### config.mk
export PLATFORM = sky130hd
export DESIGN_NAME = pe_array_feeder
export DESIGN_NICKNAME = d
export VERILOG_FILES = /design/src/rtl/pe_array_feeder.sv
export SDC_FILE = /design/constraint.sdc
export NUM_CORES = 1
export LEC_CHECK = 0
export CAP_MARGIN = 20
export CORE_MARGIN = 3
export CORE_UTILIZATION = 35
export CTS_CLUSTER_DIAMETER = 200
export DETAILED_ROUTE_END_ITERATION = 8
export PLACE_DENSITY = 0.78
export SLEW_MARGIN = 20
export SYNTH_ARGS = -nofsm -noshare
export SYNTH_HDL_FRONTEND = slang
export SYNTH_SLANG_ARGS = --single-unit
### constraint.sdc
create_clock -name clk_in -period 2.75 [get_ports clk_in]
set_input_delay 0.6875 -clock clk_in [delete_from_list [all_inputs] [get_ports clk_in]]
set_output_delay 0.6875 -clock clk_in [all_outputs]
set_load 0.02 [all_outputs]
### src/rtl/pe_array_feeder.sv
// pe_array_feeder: merges weight/activation streams into the PE_array data_in sequence, then captures O_CH psums.
// Optional macro PE_FEEDER_UNDERRUN_HOLD_EN: on underrun repeat the previous pe_data word instead of a zero word.
module pe_array_feeder #(
  parameter int O_CH       = 9,
  parameter int ROW_LENGTH = 7,
  parameter int K          = 10,
  parameter int WIDTH      = 14,
  parameter int DRAIN      = 3,
  localparam int IDX_W     = (O_CH > 1) ? $clog2(O_CH) : 1
) (
  input  logic             clk_in,
  input  logic             rst_in,
  input  logic             start,
  input  logic             w_valid,
  output logic             w_ready,
  input  logic [26:0]      w_data,
  input  logic             a_valid,
  output logic             a_ready,
  input  logic [26:0]      a_data,
  output logic [26:0]      pe_data,
  output logic             pe_rst_n,
  input  logic [WIDTH-1:0] psum_in,
  output logic             res_valid,
  output logic [WIDTH-1:0] res_data,
  output logic [IDX_W-1:0] res_idx,
  output logic             busy,
  output logic             done,
  output logic             underrun
);

  localparam int GROUPS = ROW_LENGTH * K;
  localparam int SLOT_W = $clog2(O_CH + 1);
  localparam int GRP_W  = (GROUPS > 1) ? $clog2(GROUPS) : 1;
  localparam int DRN_W  = (DRAIN > 1) ? $clog2(DRAIN) : 1;

  typedef enum logic [1:0] {
    ST_IDLE    = 2'd0,
    ST_LOAD    = 2'd1,
    ST_DRAIN   = 2'd2,
    ST_COLLECT = 2'd3
  } state_t;

  state_t             state_r;
  state_t             state_s;
  logic [SLOT_W-1:0]  slot_r;
  logic [GRP_W-1:0]   group_r;
  logic [DRN_W-1:0]   drain_r;
  logic               last_slot_s;
  logic               last_group_s;
  logic               last_drain_s;
  logic               last_res_s;
  logic               sel_valid_s;
  logic [26:0]        sel_data_s;
  logic [26:0]        fill_data_s;

  assign last_slot_s  = (slot_r == SLOT_W'(O_CH));
  assign last_group_s = (group_r == GRP_W'(GROUPS - 1));
  assign last_drain_s = (drain_r == DRN_W'(DRAIN - 1));
  assign last_res_s   = (slot_r == SLOT_W'(O_CH - 1));
  assign sel_valid_s  = last_slot_s ? a_valid : w_valid;
  assign sel_data_s   = last_slot_s ? a_data : w_data;
  assign busy         = (state_r != ST_IDLE);

`ifdef PE_FEEDER_UNDERRUN_HOLD_EN
  assign fill_data_s = pe_data;
`else
  assign fill_data_s = 27'd0;
`endif

  // State register
  always_ff @(posedge clk_in or negedge rst_in) begin
    if (!rst_in) begin
      state_r <= ST_IDLE;
    end else begin
      state_r <= state_s;
    end
  end

  // Next-state and ready decode; ready depends only on state and slot, never on valid
  always_comb begin
    state_s = state_r;
    w_ready = 1'b0;
    a_ready = 1'b0;
    case (state_r)
      ST_IDLE: begin
        if (start) state_s = ST_LOAD;
        else       state_s = ST_IDLE;
      end
      ST_LOAD: begin
        if (last_slot_s) a_ready = 1'b1;
        else             w_ready = 1'b1;
        if (last_slot_s && last_group_s) state_s = (DRAIN == 0) ? ST_COLLECT : ST_DRAIN;
        else                             state_s = ST_LOAD;
      end
      ST_DRAIN: begin
        if (last_drain_s) state_s = ST_COLLECT;
        else              state_s = ST_DRAIN;
      end
      ST_COLLECT: begin
        if (last_res_s) state_s = ST_IDLE;
        else            state_s = ST_COLLECT;
      end
      default: state_s = ST_IDLE;
    endcase
  end

  // Datapath: slot doubles as the psum row index during COLLECT
  always_ff @(posedge clk_in or negedge rst_in) begin
    if (!rst_in) begin
      slot_r    <= {SLOT_W{1'b0}};
      group_r   <= {GRP_W{1'b0}};
      drain_r   <= {DRN_W{1'b0}};
      pe_data   <= 27'd0;
      pe_rst_n  <= 1'b0;
      res_valid <= 1'b0;
      res_data  <= {WIDTH{1'b0}};
      res_idx   <= {IDX_W{1'b0}};
      done      <= 1'b0;
      underrun  <= 1'b0;
    end else begin
      case (state_r)
        ST_IDLE: begin
          pe_data   <= 27'd0;
          pe_rst_n  <= 1'b0;
          res_valid <= 1'b0;
          done      <= 1'b0;
          if (start) begin
            slot_r   <= {SLOT_W{1'b0}};
            group_r  <= {GRP_W{1'b0}};
            drain_r  <= {DRN_W{1'b0}};
            underrun <= 1'b0;
          end
        end
        ST_LOAD: begin
          res_valid <= 1'b0;
          done      <= 1'b0;
          pe_rst_n  <= 1'b1;
          drain_r   <= {DRN_W{1'b0}};
          if (sel_valid_s) begin
            pe_data <= sel_data_s;
          end else begin
            pe_data  <= fill_data_s;
            underrun <= 1'b1;
          end
          if (last_slot_s) begin
            slot_r <= {SLOT_W{1'b0}};
            if (last_group_s) group_r <= {GRP_W{1'b0}};
            else              group_r <= group_r + GRP_W'(1);
          end else begin
            slot_r <= slot_r + SLOT_W'(1);
          end
        end
        ST_DRAIN: begin
          drain_r <= drain_r + DRN_W'(1);
        end
        ST_COLLECT: begin
          res_data  <= psum_in;
          res_idx   <= IDX_W'(slot_r);
          res_valid <= 1'b1;
          if (last_res_s) begin
            done     <= 1'b1;
            pe_rst_n <= 1'b0;
            pe_data  <= 27'd0;
            slot_r   <= {SLOT_W{1'b0}};
          end else begin
            done   <= 1'b0;
            slot_r <= slot_r + SLOT_W'(1);
          end
        end
        default: begin
          pe_rst_n  <= 1'b0;
          res_valid <= 1'b0;
          done      <= 1'b0;
        end
      endcase
    end
  end

endmodule
==> impl_metrics.toml <==
[outcome]
outcome = "finished clean"

[yosys]
syn-instance-count = 278
netlist.area_leader.share_pct = 54.2
ys_types = 43
yosys.area.top_type = "dfrtp_1"
netlist_area_sq_mm = 0.00296
yosysSeqAreaShare_pct = 54.2
synth-main-ff-cell = "dfrtp_1"
syn-num-nets = 357
synth_edf_count = 0
syn_avg_cell_area_sq_um = 10.6
synthMostInstantiatedCell = "dfrtp_1"
synth-seq-cells = 64
yosysWarnings = 0
synth_common_cells = "dfrtp_1, nand2_1, a22oi_1"
ys_top_cells_by_area = "dfrtp_1, a22oi_1, mux2_2"
postSynth.asyncResetShare_pct = 100

[clock_network]
post_cts_buffers = 0
cts_tree = "yes"
cts_resized = 3
path_clk_slew_ps = 70
clock_path_buffers = 2
postCtsHoldBufs = 0
htreeDepth = 3
clkSinkCount = 64
root_buffer = "clkbuf_8"
worstSkewPairLatency_ps = 340
cts_made_buffers = 9

[power]
p_int_mw = 2.32
p_comb_share_pct = 27.3
p_clk_share_pct = 35.0
p_switching_mw = 0.943
peakVddDrop_mv = 0.371
p_sw_share_pct = 28.9
p_per_area_mw_per_mm2 = 718
power_leakage_nw = 1.95
p_seq_share_pct = 37.7

[global_route]
grt_pass1_wl_um = 12500
globalRouteOverflowTotal = 0
grt.total_usage_pct = 16.3
grt_max_degree = 34
grt_antenna_before_repair = 0
grt_pass1_vias = 2560

[route]
ant_nets = 0
dr.first_iter.drc_count = 158
drc = 0
vias_per_cell = 5.09
wirelength_um = 7600
vias = 2606
dr.pass1.iters = 5
post_drt_wl_per_cell_um = 14.9

[floorplanning]
core_sq_mm = 0.00797
start_util_pct = 37.1
dieArea_sq_mm = 0.00958
die_width_um = 97.9
fp-row-count = 32
io_pins = 125
die_y_um = 97.9

[finish]
antenna_cells = 0
area_growth_pct = 53.7
fin_util_pct = 57.0
nets = 484
drive_above_1_share_pct = 11.7

[sta]
tns_ps = 0
hold_slack_ps = 133
rsz0062_at_grt = "false"
min_period_over_period_pct = 92.9
hold_violations = 0
drv_slew = 0
max_slew_margin_pct = 33.8
min_period_ps = 2560
fin_worst_skew_ps = 9.57
setup_viol = 0
clock.fmax_mhz = 391
worst_slew_pin_slew_ps = 993

[min_path]
min_path_type = "input port to async pin"

[setup_path]
crit_type = "register to output port"
cp_data_required_time_ps = 2060
endpoint_kind = "output port"
cp-start-kind = "register"
crit_fanout = 4
r2r_cells = 6
cp_data_arrival_time_ps = 1870

[place]
portBuffers = 124
hpwl_um = 5630
place_congestion = 0.843

[job]
cap_viol_max_count = 0
==> power by group through the flow <==
stage / sequential [mW] / combinational [mW] / clock (mW)
floorplan: 1.33 / 0.407 / 0
finish: 1.23 / 0.890 / 1.14
global placement: 1.23 / 0.880 / 0
CTS: 1.23 / 0.902 / 1.18
global route: 1.26 / 0.964 / 1.22
detailed placement: 1.25 / 0.902 / 0
==> layer usage <==
layer | wire length (um) | global-route usage [%] | up-vias
met1 | 3080 | 19.2 | 1265
met5 | 0 | 0 | -
met2 | 3940 | 27.4 | 82
met4 | 118 | 6.92 | 0
met3 | 467 | 5.36 | 10
li1 | - | - | 1249
==> placed cells by master, fill, tap and decap left out, types with 5 or more instances in the layout <==
cell	count
clkdlybuf4s50_1	121
ha_1	6
a21oi_1	6
inv_1	5
a22oi_1	27
o21ai_1	26
buf_4	7
clkbuf_8	9
bufinv_16	5
nand3_1	9
nand2_1	44
o21ai_0	15
nor2_1	9
mux2_2	16
dfrtp_1	64
==> layout make-up <==
| type | count | area [sq um] |
|---|---|---|
| tap | 102 | 128 |
| fill | 677 | 3430 |
| clock buffer | 10 | 128 |
| sequential | 64 | 1600 |
| clock inverter | 6 | 155 |
| multi-input combinational | 191 | 1210 |
| timing repair buffer | 131 | 1290 |
| inverter | 8 | 32.5 |
==> worst max-delay path: stages (launching register included) <==
cell and delay, ps:
dfrtp_1 410, inv_1 110, ha_1 250, and3b_2 270, nand2_2 100, inv_4 60, dlygate4sd2_1 320
==> kinds of logic (layout without fill, tap and decap cells) <==
family	Yosys count	in the layout	share of synthesized area, %
AO/OA/AOI/OAI	86	86	18.0
AND/OR/NAND/NOR	81	81	13.2
flip-flops	64	64	54.2
buffers and inverters	23	155	4.87
multiplexers	18	18	7.20
adder cells (fa/ha/maj)	6	6	2.54
==> final timing paths <==
path / startpoint / endpoint / slack (ps)
worst max-delay path: slot_r[1] / a_ready / 190
worst min-delay path: rst_in / res_data[11] / 130
worst max register to register: slot_r[0] / pe_data[17] / 750
worst min register to register: pe_data[7] / pe_data[7] / 480
max in group asynchronous: rst_in / group_r[1] / 2030
min in group clk_in: pe_data[7] / pe_data[7] / 480
==> metrics by stage <==
stage / instances / total power [mW] / setup slack [ps] / cell area (sq um)
finish: 512 / 3.26 / 194 / 4540
global route: 512 / 3.44 / 81.4 / 4540
CTS: 512 / 3.31 / 182 / 4540
detailed placement: 496 / 2.15 / 254 / 4260
global placement: 496 / 2.11 / 301 / 4260
floorplan: 278 / 1.73 / 787 / 2960
==> state kept, by name, summed over array words and instances (netlist names) <==
name / count
pe_rst_n: 1
state_r: 2
pe_data: 27
drain_r: 2
done: 1
res_idx: 4
res_valid: 1
group_r: 7
underrun: 1
res_data: 14
slot_r: 4
Note: power is estimated with default switching activity, not from simulation.
